**src/rtl/req_onehot_arbiter.sv**
```systemverilog
// Round-robin one-hot request arbiter: rising-edge capture, per-channel pending counters,
// valid/ready output register. Optional input synchronizer enabled by `define ARB_SYNC_EN.
module req_onehot_arbiter #(
    parameter int unsigned CNT_W       = 3,
    parameter int unsigned SYNC_STAGES = 2
) (
    input  logic       clk,
    input  logic       rst,
    input  logic [3:0] req_in,
    output logic [3:0] data_out,
    output logic       data_valid,
    input  logic       data_ready,
    output logic [3:0] overflow,
    output logic       pending_any
);

    localparam int unsigned NCH = 4;
    localparam logic [CNT_W-1:0] CNT_MAX = '1;

    logic [NCH-1:0]   req_s;
    logic [NCH-1:0]   req_prev;
    logic [NCH-1:0]   rise;
    logic [CNT_W-1:0] pend_cnt [NCH];
    logic [CNT_W-1:0] pend_nxt [NCH];
    logic [1:0]       rr;
    logic [1:0]       rr_nxt;
    logic [1:0]       sel;
    logic [1:0]       idx;
    logic             found;
    logic             load_ok;
    logic             grant;
    logic [NCH-1:0]   load;
    logic [NCH-1:0]   ovf_nxt;
    logic [NCH-1:0]   data_nxt;
    logic             valid_nxt;
    logic             any_nxt;

`ifdef ARB_SYNC_EN
    logic [NCH-1:0] sync_q [SYNC_STAGES];

    // Multi-flop synchronizer per request line
    always_ff @(posedge clk) begin
        if (rst) begin
            for (int s = 0; s < int'(SYNC_STAGES); s++) sync_q[s] <= '0;
        end else begin
            sync_q[0] <= req_in;
            for (int s = 1; s < int'(SYNC_STAGES); s++) sync_q[s] <= sync_q[s-1];
        end
    end

    assign req_s = sync_q[SYNC_STAGES-1];
`else
    assign req_s = req_in;
`endif

    // Edge detect, round-robin pick and next-state for counters and output register
    always_comb begin
        load_ok   = ~data_valid | data_ready;
        rise      = req_s & ~req_prev;
        found     = 1'b0;
        sel       = '0;
        idx       = '0;
        load      = '0;
        ovf_nxt   = overflow;
        data_nxt  = data_out;
        valid_nxt = data_valid;
        rr_nxt    = rr;
        any_nxt   = 1'b0;

        // Search order rr+1, rr+2, rr+3, rr so the last winner has lowest priority
        for (int k = 1; k <= int'(NCH); k++) begin
            idx = rr + 2'(k);
            if (!found && (pend_cnt[idx] != '0)) begin
                found = 1'b1;
                sel   = idx;
            end
        end

        grant = load_ok & found;

        for (int i = 0; i < int'(NCH); i++) begin
            load[i]     = grant && (sel == 2'(i));
            pend_nxt[i] = pend_cnt[i];
            if (rise[i] && !load[i]) begin
                if (pend_cnt[i] == CNT_MAX) ovf_nxt[i] = 1'b1;
                else                        pend_nxt[i] = pend_cnt[i] + CNT_W'(1);
            end else if (!rise[i] && load[i]) begin
                pend_nxt[i] = pend_cnt[i] - CNT_W'(1);
            end
            any_nxt = any_nxt | (pend_nxt[i] != '0);
        end

        if (load_ok) begin
            if (found) begin
                data_nxt  = 4'b0001 << sel;
                valid_nxt = 1'b1;
                rr_nxt    = sel;
            end else begin
                data_nxt  = '0;
                valid_nxt = 1'b0;
            end
        end
    end

    // State registers; reset samples req_s so lines already high create no event
    always_ff @(posedge clk) begin
        if (rst) begin
            data_out    <= '0;
            data_valid  <= 1'b0;
            overflow    <= '0;
            pending_any <= 1'b0;
            rr          <= 2'd3;
            req_prev    <= req_s;
            for (int i = 0; i < int'(NCH); i++) pend_cnt[i] <= '0;
        end else begin
            data_out    <= data_nxt;
            data_valid  <= valid_nxt;
            overflow    <= ovf_nxt;
            pending_any <= any_nxt;
            rr          <= rr_nxt;
            req_prev    <= req_s;
            for (int i = 0; i < int'(NCH); i++) pend_cnt[i] <= pend_nxt[i];
        end
    end

endmodule

```
**config.mk**
```make
export PLATFORM = sky130hd
export DESIGN_NAME = req_onehot_arbiter
export DESIGN_NICKNAME = d
export VERILOG_FILES = /design/src/rtl/req_onehot_arbiter.sv
export SDC_FILE = /design/constraint.sdc
export NUM_CORES = 1
export LEC_CHECK = 0
export ABC_AREA = 0
export BUFFER_PORTS_ARGS = -buffer_cell sky130_fd_sc_hd__buf_2
export CORE_ASPECT_RATIO = 1.25
export CORE_MARGIN = 2
export CORE_UTILIZATION = 55
export CTS_CLUSTER_SIZE = 10
export DETAILED_ROUTE_END_ITERATION = 8
export PLACE_DENSITY = 0.75
export SYNTH_ARGS = -nofsm -noshare
export SYNTH_HDL_FRONTEND = slang
export SYNTH_SLANG_ARGS = --single-unit
export TNS_END_PERCENT = 10
```
**constraint.sdc**
```tcl
create_clock -name clk -period 2.7 [get_ports clk]
set_input_delay 0.27 -clock clk [delete_from_list [all_inputs] [get_ports clk]]
set_output_delay 0.27 -clock clk [all_outputs]
set_load 0.005 [all_outputs]
```
==> parameters.txt <==
Parameter                              Value

GRT
  Initial antenna violation count    0
  Pin count of the biggest net entering global routing    25
  First-pass GRT wire length    between 7000 and 8000 um
  Via count of the first global-routing pass    about 1800
  Overall overflow remaining after global route    0
  Total routing resource utilization after global routing    25.3%

Worst setup path
  Number of cells traversed by the worst register-to-register path    8
  RR Endpoint    pending_any
  Crit path max fanout    6
  Launching point of the worst reg2reg path    pend_cnt[2][1]
  Type of origin of the critical path    flip-flop
  Worst setup slack for register-to-register paths    ~0.069 ns
  Crit path arrival time    approximately 2.9 ns
  Req. time, crit path    2.91 ns
  Category of the worst setup path capture point    flip-flop
  Worst Setup Path Type    reg -> reg

Cells and area
  Area growth from synthesis to layout    20.9%
  Final Core Density    between 70% and 80%
  Fillcell total    262
  Antenna cell count    0
  Proportion of layout cells with a drive suffix above 1    ~28%
  Final-stage net count    279
  Number of standard cells in the final layout excluding fillers    a little over 300

Placed design
  Placed instance count    slightly below 300
  Final estimated routing congestion in global placement    approximately 1
  Number of I/O port buffers    16
  Half-perimeter wire length after placement    about 3400 um

Yosys
  Number of warnings issued by yosys    0
  Biggest area consumer among synthesized cells    dfxtp_1
  Top area cells in the synthesized netlist    dfxtp_1 (32%), ha_1 (5.3%), nor2_1 (5.2%)
  Synthesized netlist net count    ~240
  Number of enable-type register cells in the synthesized netlist    0
  Flip-flop cell with the highest count after synthesis    dfxtp_1
  Synthesis-stage register bit count    30
  Share of synthesized area occupied by flip-flops and latches    31.8%
  Mapped cell area    around 1900 sq um
  Syn Area/Cell    8.32 sq um
  Async set-or-reset flop fraction in the synthesized netlist    0%
  Number of instances in the synthesized netlist    between 200 and 250
  Post-synth cell types    56
  Top-area cell type share of the netlist area    31.8%

STA
  Time the final worst path needs with I/O delays and setup    2.63 ns
  Tightest Pin Transition    0.670 ns
  Peak clock frequency supported by timing    about 0.38 GHz
  Post-route clock period utilization    97.5%
  Final hold vios    0
  Hold Worst Slack    approximately 0.091 ns
  Total of endpoints with negative setup slack in the final report    0
  Clock Skew    approximately 0.0043 ns
  Final Slew Violations    0
  Slew HR    a little over half

Floorplanning
  Die height    around 70 um
  Width of the die    roughly 56 um
  Row count    23
  Initial cell density of the core    58.1%
  Core Area    approximately 3300 sq um
  Total I/O pin count    17
  Floorplan die area    between 3000 and 4000 sq um

Route
  Number of search-and-repair iterations in the first detailed-routing pass    4
  Avg WL per Cell    approximately 16 um
  Initial detailed-routing violation count    121
  ANT nets after route    0
  Sum of routed wire length over all layers    between 4000 and 5000 um
  Detailed-route via count    approximately 1900
  Average vias per placed instance    6.18
  DRC viols    0

Min path
  Destination of the worst hold path    req_prev[2]
  Hold Path Origin    req_in[2]
  Number of cells on the worst hold path    1
  Min-Delay Path Class    in -> reg

CTS
  CTS Buf Count    5
  Total number of H-tree levels    2
  Clk root buf    clkbuf_8
  Count of clock tree sinks    30
  Buffer levels on the longest clock path    2
  Clock tree from TritonCTS    done
  Number of instances resized during post-cts repair    1
  Hold-fix buffers at CTS    0
  Clk Latency, worst-skew pair    0.29 ns
  Clock transition time at the flip-flop clock pins of the worst setup and hold paths    0.07 ns
  Post-CTS setup buffer count    0

Power
  Peak supply drop    between 900 and 1000 uV
  Leak    a little over 1 nW
  Power per cell area    1410 nW/um^2

Outcome
  Result of the run    finished clean

Flow run
  Max-cap violations    0
==> metrics by stage <==
stage               setup WS [ns]  setup TNS [ns]  cell area (sq um)  total power [mW]
floorplan                   0.232               0               1890              2.10
global placement           0.0536               0               2150              2.67
detailed placement        -0.0161         -0.0161               2150              2.71
CTS                      0.000386               0               2250              3.12
global route              -0.0116         -0.0116               2280              3.42
finish                     0.0685               0               2280              3.21
==> cell families after synthesis <==
kind of cell,synth area share (%)
compound gates,25.8
xor+xnor,1.85
fa+ha+maj,5.30
buf+inv,5.56
flops,31.8
mux,4.44
simple gates,25.3
==> sequential cells by signal (all words and copies together), names as in the netlist, named ones only <==
name         cells
data_valid       1
rr               2
pending_any      1
req_prev         4
data_out         4
pend_cnt        12
overflow         4
==> area by class of cell <==
type | count | area, sq um | share of cell area (%)
clock inverter | 1 | 5.00 | 0.219
inverter | 15 | 56.3 | 2.47
sequential | 30 | 601 | 26.3
clock buffer | 7 | 86.3 | 3.78
tap | 37 | 46.3 | 2.03
timing repair buffer | 41 | 268 | 11.7
multi-input combinational | 171 | 1220 | 53.5
==> Yosys cell counts (2+ instances only) <==
master and count:
nor2b_1 6, o22ai_1 2, nor2_1 26, mux2i_1 5
or3_1 4, or2_2 3, a31oi_1 4, o221ai_1 3
o21a_1 2, nand2_1 20, o311a_1 2, ha_1 8
o211ai_1 2, a32oi_1 3, buf_2 6, a41oi_1 2
a21o_1 4, clkbuf_1 5, dfxtp_1 30, nand3_1 6
a21oi_1 17, nor4_1 2, nor3_1 7, nand2b_1 4
xnor2_1 4, o21ai_0 5, nor4b_1 2, inv_1 15
==> worst max path at each step <==
stage | start | to | slack, ns
finish | pend_cnt[2][1] | pending_any | 0.07
global route | pend_cnt[3][2] | pending_any | -0.01
detailed placement | pend_cnt[2][1] | pending_any | -0.02
floorplan | pend_cnt[2][2] | pending_any | 0.23
global placement | pend_cnt[2][1] | pending_any | 0.05
CTS | pend_cnt[2][1] | pending_any | 0.0004
==> cell usage in the layout (no fill, tap or decap), drive strengths merged, types with 3 or more instances in the layout <==
master / count
nand3: 6
mux2i: 5
nor4: 3
o21ai: 5
nand2b: 5
or3: 4
nor3: 8
ha: 8
xnor2: 4
a21o: 4
nand2: 20
a32oi: 3
o221ai: 3
clkbuf: 7
or2: 3
nor2: 26
inv: 15
a21oi: 17
buf: 41
dfxtp: 30
o211ai: 3
nor2b: 6
a31oi: 4
a41oi: 3
==> critical path: stages, from the launching register on <==
cell,delay [ns]
dfxtp_1,0.44
nor3_1,0.12
mux4_2,0.55
a211oi_2,0.36
o32ai_2,0.17
and2_4,0.18
a22o_1,0.20
o32a_1,0.36
a41oi_2,0.19
==> per-layer routing <==
| layer | track usage [%] | up-vias | routed length [um] |
|---|---|---|---|
| li1 | - | 901 | - |
| met1 | 30.4 | 874 | 2000 |
| met2 | 43.0 | 78 | 2370 |
| met3 | 5.22 | 14 | 273 |
| met4 | 10.6 | 0 | 123 |
| met5 | 0 | - | 0 |
==> power by group <==
group          total [mW]  leakage, nW  switching [mW]  internal, mW
registers           0.676        0.248           0.111         0.565
logic                2.15        0.717            1.15          1.01
clock network       0.384       0.0482           0.178         0.206
total                3.21         1.01            1.44          1.78
Note: power is estimated with default switching activity, not from simulation.
